## config.mk

```make
export PLATFORM = sky130hd
export DESIGN_NAME = ysyx_22050019_wb_arbiter_flat
export DESIGN_NICKNAME = d
export VERILOG_FILES = /design/src/rtl/ysyx_22050019_wb_arbiter_if.sv /design/src/rtl/ysyx_22050019_wb_arbiter.sv /design/src/flat_wrapper.sv
export SDC_FILE = /design/constraint.sdc
export NUM_CORES = 1
export LEC_CHECK = 0
export CAP_MARGIN = 20
export CORE_AREA = 2 2 198 200
export CTS_CLUSTER_DIAMETER = 150
export DETAILED_ROUTE_END_ITERATION = 7
export DIE_AREA = 0 0 200 202
export PLACE_DENSITY_LB_ADDON = 0.15
export SLEW_MARGIN = 20
export SYNTH_ARGS = -nofsm -noshare
export SYNTH_HDL_FRONTEND = slang
export SYNTH_SLANG_ARGS = --single-unit
```

## constraint.sdc

```tcl
create_clock -name clk -period 1.95 [get_ports clk]
set_input_delay 0.4875 -clock clk [delete_from_list [all_inputs] [get_ports clk]]
set_output_delay 0.4875 -clock clk [all_outputs]
set_load 0.01 [all_outputs]
```

## src/rtl/ysyx_22050019_wb_arbiter_if.sv

```systemverilog
// ---------------------------------------------------------------------------
// ysyx_22050019_wb_arbiter_if
//   Bundle of signals between the two writeback requesters (EXU, LSU), the
//   pipeline-redirect flush, and the MEM/WB writeback/commit fields.
//
//   master modport : the requester side (EXU/LSU/pipeline control). It drives
//                    flush, the valid flags and payloads. It observes ready,
//                    the writeback fields, commit and starve.
//   slave modport  : the arbiter side. It accepts the requests and drives
//                    ready, writeback, commit and starve.
//
//   Signals
//     flush                        discard any request offered this cycle
//     exu_valid/ready              EXU result handshake
//     exu_we/waddr/wdata/pc/inst   EXU result payload
//     lsu_valid/ready              LSU result handshake
//     lsu_we/waddr/wdata/pc/inst   LSU load-result payload
//     wb_we/waddr/wdata            register-file write port
//     wb_pc/wb_inst                committed instruction PC and encoding
//     commit                       one instruction retired this cycle
//     starve                       EXU starvation count (debug)
// ---------------------------------------------------------------------------
interface ysyx_22050019_wb_arbiter_if;
  logic        flush;

  logic        exu_valid;
  logic        exu_ready;
  logic        exu_we;
  logic [4:0]  exu_waddr;
  logic [63:0] exu_wdata;
  logic [63:0] exu_pc;
  logic [31:0] exu_inst;

  logic        lsu_valid;
  logic        lsu_ready;
  logic        lsu_we;
  logic [4:0]  lsu_waddr;
  logic [63:0] lsu_wdata;
  logic [63:0] lsu_pc;
  logic [31:0] lsu_inst;

  logic        wb_we;
  logic [4:0]  wb_waddr;
  logic [63:0] wb_wdata;
  logic [63:0] wb_pc;
  logic [31:0] wb_inst;
  logic        commit;
  logic [3:0]  starve;

  modport master (
    output flush,
    output exu_valid, exu_we, exu_waddr, exu_wdata, exu_pc, exu_inst,
    input  exu_ready,
    output lsu_valid, lsu_we, lsu_waddr, lsu_wdata, lsu_pc, lsu_inst,
    input  lsu_ready,
    input  wb_we, wb_waddr, wb_wdata, wb_pc, wb_inst, commit, starve
  );

  modport slave (
    input  flush,
    input  exu_valid, exu_we, exu_waddr, exu_wdata, exu_pc, exu_inst,
    output exu_ready,
    input  lsu_valid, lsu_we, lsu_waddr, lsu_wdata, lsu_pc, lsu_inst,
    output lsu_ready,
    output wb_we, wb_waddr, wb_wdata, wb_pc, wb_inst, commit, starve
  );
endinterface

```

## src/rtl/ysyx_22050019_wb_arbiter.sv

```systemverilog
// ---------------------------------------------------------------------------
// ysyx_22050019_wb_arbiter
//   Arbitrates the single register-file write / commit port between the EXU
//   result path and the LSU load-result path. The LSU has fixed priority. An
//   EXU request that has been blocked STARVE_MAX consecutive cycles is forced
//   through, so the EXU is granted within STARVE_MAX+1 cycles. The granted
//   request is registered onto the writeback port one cycle after acceptance.
//
//   Parameters
//     STARVE_MAX   EXU-blocked cycles before the EXU wins (legal range 1..15)
//
//   Ports
//     clk          clock, rising edge
//     rst_n        asynchronous active-low reset
//     bus          slave side of ysyx_22050019_wb_arbiter_if
//                  (requests in; ready, writeback, commit and starve out)
// ---------------------------------------------------------------------------
module ysyx_22050019_wb_arbiter #(
  parameter int unsigned STARVE_MAX = 4
) (
  input  logic                          clk,
  input  logic                          rst_n,
  ysyx_22050019_wb_arbiter_if.slave     bus
);

  localparam logic [3:0] STARVE_LIM = 4'(STARVE_MAX);

  // Registered writeback state
  logic        wb_we_reg;
  logic [4:0]  wb_waddr_reg;
  logic [63:0] wb_wdata_reg;
  logic [63:0] wb_pc_reg;
  logic [31:0] wb_inst_reg;
  logic        commit_reg;
  logic [3:0]  starve_cnt_reg;

  // Grant decode
  logic        force_exu;
  logic        g_lsu;
  logic        g_exu;
  logic        grant;

  // Selected payload
  logic        sel_we;
  logic [4:0]  sel_waddr;
  logic [63:0] sel_wdata;
  logic [63:0] sel_pc;
  logic [31:0] sel_inst;

  logic [3:0]  starve_cnt_next;

  // The EXU is forced through only while it is still offering. A forced EXU
  // takes precedence over the LSU even if the LSU is valid.
  // The grants are also gated by rst_n. This keeps both ready outputs at 0
  // while reset is held, so a requester cannot see its offer consumed while
  // the writeback register is forced to 0.
  always_comb begin
    force_exu = bus.exu_valid & (starve_cnt_reg == STARVE_LIM);
    g_lsu     = rst_n & ~bus.flush & bus.lsu_valid & ~force_exu;
    g_exu     = rst_n & ~bus.flush & bus.exu_valid & ~g_lsu;
    grant     = g_lsu | g_exu;
  end

  // A flushed offer is still acknowledged, so the producer retires it. It
  // never reaches the writeback register.
  assign bus.lsu_ready = g_lsu | (rst_n & bus.flush & bus.lsu_valid);
  assign bus.exu_ready = g_exu | (rst_n & bus.flush & bus.exu_valid);

  always_comb begin
    sel_we    = bus.exu_we;
    sel_waddr = bus.exu_waddr;
    sel_wdata = bus.exu_wdata;
    sel_pc    = bus.exu_pc;
    sel_inst  = bus.exu_inst;
    if (g_lsu) begin
      sel_we    = bus.lsu_we;
      sel_waddr = bus.lsu_waddr;
      sel_wdata = bus.lsu_wdata;
      sel_pc    = bus.lsu_pc;
      sel_inst  = bus.lsu_inst;
    end
  end

  // The starvation counter clears when the EXU is served or stops asking. It
  // counts only cycles where the LSU actually took the port from a waiting
  // EXU. It holds across flush cycles, so a redirect does not reset fairness.
  always_comb begin
    starve_cnt_next = starve_cnt_reg;
    if (g_exu || !bus.exu_valid) begin
      starve_cnt_next = 4'd0;
    end else if (g_lsu) begin
      if (starve_cnt_reg != STARVE_LIM) begin
        starve_cnt_next = starve_cnt_reg + 4'd1;
      end
    end
  end

  always_ff @(posedge clk or negedge rst_n) begin
    if (!rst_n) begin
      wb_we_reg      <= 1'b0;
      wb_waddr_reg   <= 5'd0;
      wb_wdata_reg   <= 64'd0;
      wb_pc_reg      <= 64'd0;
      wb_inst_reg    <= 32'd0;
      commit_reg     <= 1'b0;
      starve_cnt_reg <= 4'd0;
    end else begin
      starve_cnt_reg <= starve_cnt_next;
      if (grant) begin
        // A write to x0 still retires the instruction. Only the
        // register-file write is suppressed.
        wb_we_reg    <= sel_we & (sel_waddr != 5'd0);
        wb_waddr_reg <= sel_waddr;
        wb_wdata_reg <= sel_wdata;
        wb_pc_reg    <= sel_pc;
        wb_inst_reg  <= sel_inst;
        commit_reg   <= 1'b1;
      end else begin
        // The payload fields hold, so the debug view keeps the last retired
        // instruction.
        wb_we_reg    <= 1'b0;
        commit_reg   <= 1'b0;
      end
    end
  end

  assign bus.wb_we    = wb_we_reg;
  assign bus.wb_waddr = wb_waddr_reg;
  assign bus.wb_wdata = wb_wdata_reg;
  assign bus.wb_pc    = wb_pc_reg;
  assign bus.wb_inst  = wb_inst_reg;
  assign bus.commit   = commit_reg;
  assign bus.starve   = starve_cnt_reg;

endmodule

```

## src/flat_wrapper.sv

```systemverilog
// flat-port wrapper written by rule: the top's interface ports become plain ports
module ysyx_22050019_wb_arbiter_flat 
#(
  parameter int unsigned STARVE_MAX = 4
)
  (clk, rst_n, bus_flush, bus_exu_valid, bus_exu_we, bus_exu_waddr, bus_exu_wdata, bus_exu_pc, bus_exu_inst, bus_exu_ready, bus_lsu_valid, bus_lsu_we, bus_lsu_waddr, bus_lsu_wdata, bus_lsu_pc, bus_lsu_inst, bus_lsu_ready, bus_wb_we, bus_wb_waddr, bus_wb_wdata, bus_wb_pc, bus_wb_inst, bus_commit, bus_starve);
  ysyx_22050019_wb_arbiter_if bus_i ();
  input  logic clk;
  input  logic rst_n;
  input wire logic [$bits(bus_i.flush)-1:0] bus_flush;
  input wire logic [$bits(bus_i.exu_valid)-1:0] bus_exu_valid;
  input wire logic [$bits(bus_i.exu_we)-1:0] bus_exu_we;
  input wire logic [$bits(bus_i.exu_waddr)-1:0] bus_exu_waddr;
  input wire logic [$bits(bus_i.exu_wdata)-1:0] bus_exu_wdata;
  input wire logic [$bits(bus_i.exu_pc)-1:0] bus_exu_pc;
  input wire logic [$bits(bus_i.exu_inst)-1:0] bus_exu_inst;
  output wire logic [$bits(bus_i.exu_ready)-1:0] bus_exu_ready;
  input wire logic [$bits(bus_i.lsu_valid)-1:0] bus_lsu_valid;
  input wire logic [$bits(bus_i.lsu_we)-1:0] bus_lsu_we;
  input wire logic [$bits(bus_i.lsu_waddr)-1:0] bus_lsu_waddr;
  input wire logic [$bits(bus_i.lsu_wdata)-1:0] bus_lsu_wdata;
  input wire logic [$bits(bus_i.lsu_pc)-1:0] bus_lsu_pc;
  input wire logic [$bits(bus_i.lsu_inst)-1:0] bus_lsu_inst;
  output wire logic [$bits(bus_i.lsu_ready)-1:0] bus_lsu_ready;
  output wire logic [$bits(bus_i.wb_we)-1:0] bus_wb_we;
  output wire logic [$bits(bus_i.wb_waddr)-1:0] bus_wb_waddr;
  output wire logic [$bits(bus_i.wb_wdata)-1:0] bus_wb_wdata;
  output wire logic [$bits(bus_i.wb_pc)-1:0] bus_wb_pc;
  output wire logic [$bits(bus_i.wb_inst)-1:0] bus_wb_inst;
  output wire logic [$bits(bus_i.commit)-1:0] bus_commit;
  output wire logic [$bits(bus_i.starve)-1:0] bus_starve;
  assign bus_i.flush = bus_flush;
  assign bus_i.exu_valid = bus_exu_valid;
  assign bus_i.exu_we = bus_exu_we;
  assign bus_i.exu_waddr = bus_exu_waddr;
  assign bus_i.exu_wdata = bus_exu_wdata;
  assign bus_i.exu_pc = bus_exu_pc;
  assign bus_i.exu_inst = bus_exu_inst;
  assign bus_exu_ready = bus_i.exu_ready;
  assign bus_i.lsu_valid = bus_lsu_valid;
  assign bus_i.lsu_we = bus_lsu_we;
  assign bus_i.lsu_waddr = bus_lsu_waddr;
  assign bus_i.lsu_wdata = bus_lsu_wdata;
  assign bus_i.lsu_pc = bus_lsu_pc;
  assign bus_i.lsu_inst = bus_lsu_inst;
  assign bus_lsu_ready = bus_i.lsu_ready;
  assign bus_wb_we = bus_i.wb_we;
  assign bus_wb_waddr = bus_i.wb_waddr;
  assign bus_wb_wdata = bus_i.wb_wdata;
  assign bus_wb_pc = bus_i.wb_pc;
  assign bus_wb_inst = bus_i.wb_inst;
  assign bus_commit = bus_i.commit;
  assign bus_starve = bus_i.starve;
  ysyx_22050019_wb_arbiter #(.STARVE_MAX(STARVE_MAX)) u_core (.clk(clk), .rst_n(rst_n), .bus(bus_i));
endmodule
```

==> summary.txt, run 1 <==
Timing
  • Skew final: 0.008209 ns
  • Final Cycle Share: 1.104
  • Unrepaired setup endpoints after global routing: true
  • Max-slew violations: 0
  • Slack of the critical path: -0.2021 ns
  • Fin Setup TNS: -0.3755 ns
  • Max Clock Freq: 0.4647 GHz
  • Fin crit period: 2.152 ns
  • Hold Vio Cnt, Final: 0
  • Slew @ Worst Pin: 1.061 ns
  • Relative slew slack: 0.2924
  • Final setup vio count: 2

Clocking
  • CTS tree: yes
  • Num Clock Sinks: 171
  • Reg clk slew, reported paths: 0.07 ns
  • Clock root cell: clkbuf_16
  • Clk Latency, worst-skew pair: 0.45 ns
  • Htree depth: 4
  • CTS Buffer Depth: 2
  • Number of buffers created by CTS: 17

Critical path
  • Worst EP arrival: 1.66 ns
  • R2r setup slk: 0.17 ns
  • Maximum fanout along the worst path: 2
  • WS Path Type: in2out
  • Reg2reg start: u_core.bus.starve[1]
  • Startpoint types: input pin
  • Reg2Reg Depth: 10
  • Crit end category: primary output
  • RR Endpoint: u_core.bus.wb_wdata[37]
  • CP required: 1.46 ns

Yosys
  • Yosys warning count: 0
  • Asr flop ratio synth: 1.000
  • Sequential area share after synthesis: 0.5504
  • Number of synthesized flops with an enable pin: 0
  • Top cell type's share of synthesized area: 0.5504
  • Syn Nets: 1280
  • Post-synth top area cell: dfrtp_1
  • Gate Count Post-Synth: 941
  • Syn Area/Cell: 8.262 um^2
  • Synth cell count leaders: nand2_1 (334), dfrtp_1 (171), a31oi_1 (166), nor2_1 (166), buf_2 (37)
  • Synth Cell Area: 7775 um^2
  • Top-count cell post-synth: nand2_1
  • Primary FF master, synth: dfrtp_1
  • Number of unique standard cell types used by synthesis: 28
  • #FFs+latches synth: 171
  • Top cells by area, synth: dfrtp_1 (55%), nand2_1 (16%), a31oi_1 (13%)

Power and ir drop
  • Leak pwr: 6.093 nW
  • PD cells: 767.3 nW/um^2
  • VDD IR max: 601.3 uV

Place
  • Gpl congestion: 0.8109
  • Placed cells: 1976
  • Port Buf Inserts: 509
  • DP Worst Slack: -0.6011 ns
  • Dpl hpwl: 26160 um

Drt
  • WL/cell: 16.87 um
  • Vias after detailed routing: 8461
  • # DRC: 0
  • Post-Route WL: 33900 um
  • Routed Antenna Nets: 0
  • Via density: 4.212
  • DRT iter0 DRCs: 314
  • Detailed Routing Iterations Pass 1: 7

Die
  • # IOs: 510
  • Initial Util: 0.2031
  • Die area: 40400 um^2
  • Die width: 200 um
  • Row count: 72
  • Core Area: 38290 um^2
  • Die height: 202 um

Finish
  • Synth-to-Final Area Change: 89.78%
  • NumNets Final: 1817
  • Non-filler cells, final: 2009
  • Final Util: 0.3854
  • Share of cells above drive strength 1: 0.07790

Global route
  • Total GRT Usage: 0.1656
  • Pin count of the biggest net entering global routing: 161
  • First-pass GRT wire length: 50260 um
  • Vias in the first global route: 8575
  • Grt ovf: 0
  • Initial antenna violation count: 3

Flow run
  • Max-cap violations: 0

Status
  • Failing checks: negative setup slack
  • Status: complete, but fails checks

Worst hold path
  • Type of the worst min-delay path: in2async
## per-layer routing
layer	routed length (um)	track usage	vias to the layer above
met5	0	0	-
met4	906	0.05847	0
met3	3032	0.06357	44
met2	16510	0.2856	307
met1	13450	0.1847	3888
li1	-	-	4222
## through the flow
stage | power (mW) | area, um^2 | hold WS (ns)
after detailed placement | 8.055 | 14180 | 0.5034
final | 11.32 | 14760 | 0.02367
after CTS | 11.54 | 14730 | 0.003813
after floorplan | 5.596 | 7775 | 0.1919
after global routing | 12.00 | 14760 | 0.01340
after global placement | 8.034 | 14180 | 0.5044
## cell families (layout without fill, tap and decap cells)
logic type | count (synthesis) | in the layout | share of synthesized area
AND/OR/NAND/NOR | 516 | 516 | 0.2552
AO/OA/AOI/OAI | 175 | 175 | 0.1413
flip-flops | 171 | 171 | 0.5504
buffers and inverters | 77 | 625 | 0.04989
adder cells (fa/ha/maj) | 2 | 2 | 0.003218
other | 0 | 2 | 0
## layout make-up
cell class,instances,area [um^2]
antenna,2,5.005
fill,3973,23530
sequential,171,4279
clock inverter,7,92.59
timing repair buffer,591,6120
multi-input combinational,693,3128
clock buffer,23,467.9
inverter,4,15.01
tap,518,648.1
## layout by cell type, fill, tap and decap left out, drive strengths merged
| cell type | instances |
|---|---|
| nand3b | 1 |
| o211a | 1 |
| and2 | 3 |
| bufinv | 2 |
| clkinvlp | 3 |
| nand4b | 1 |
| clkdlybuf4s50 | 490 |
| buf | 84 |
| or4 | 2 |
| and3 | 1 |
| dlymetal6s2s | 5 |
| inv | 4 |
| nand2 | 334 |
| o211ai | 2 |
| dfrtp | 171 |
| clkinv | 2 |
| nand2b | 1 |
| a21bo | 1 |
| dlygate4sd2 | 11 |
| diode | 2 |
| and3b | 1 |
| a31oi | 166 |
| or3 | 1 |
| nor2b | 1 |
| clkbuf | 24 |
| a21oi | 1 |
| ha | 2 |
| nand3 | 2 |
| o21ai | 4 |
| nor2 | 167 |
| nor3b | 1 |
## report_power, final
part	leakage (nW)	internal (mW)	switching, mW
clock network	0.265	1.94	1.48
logic	3.92	2.08	1.39
registers	1.91	4.13	0.315
## critical path, cell delays in order
cell             delay [ns]
clkdlybuf4s50_1        0.47
and3b_1                0.19
a21bo_1                0.21
and3_1                 0.17
buf_2                  0.14
## repair_timing
action | CTS | global route
hold endpoints to repair | 0 | 0
hold buffers | 0 | 0
buffers inserted | 1 | 0
resized for setup | 21 | 6
pin swaps | 2 | 2
endpoints found under the setup margin | 12 | 7
## how the worst max path moves through the flow
stage	start	end	slack, ns	cells after the start
finish	bus_lsu_valid	bus_exu_ready	-0.20	5
global route	u_core.bus.starve[1]	bus_exu_ready	-0.28	6
CTS	u_core.bus.starve[0]	bus_lsu_ready	-0.24	6
detailed placement	bus_flush	bus_exu_ready	-0.60	5
global placement	bus_flush	bus_exu_ready	-0.60	5
floorplan	u_core.bus.starve[0]	bus_exu_ready	0.23	5
No activity file was read; power rests on OpenSTA's default activity.
==> run 2: changes to the inputs <==
- GPL_ROUTABILITY_DRIVEN: not set -> 0
==> results of run 2 <==
The final DEF is identical to that of run 1; final timing and power are the same.
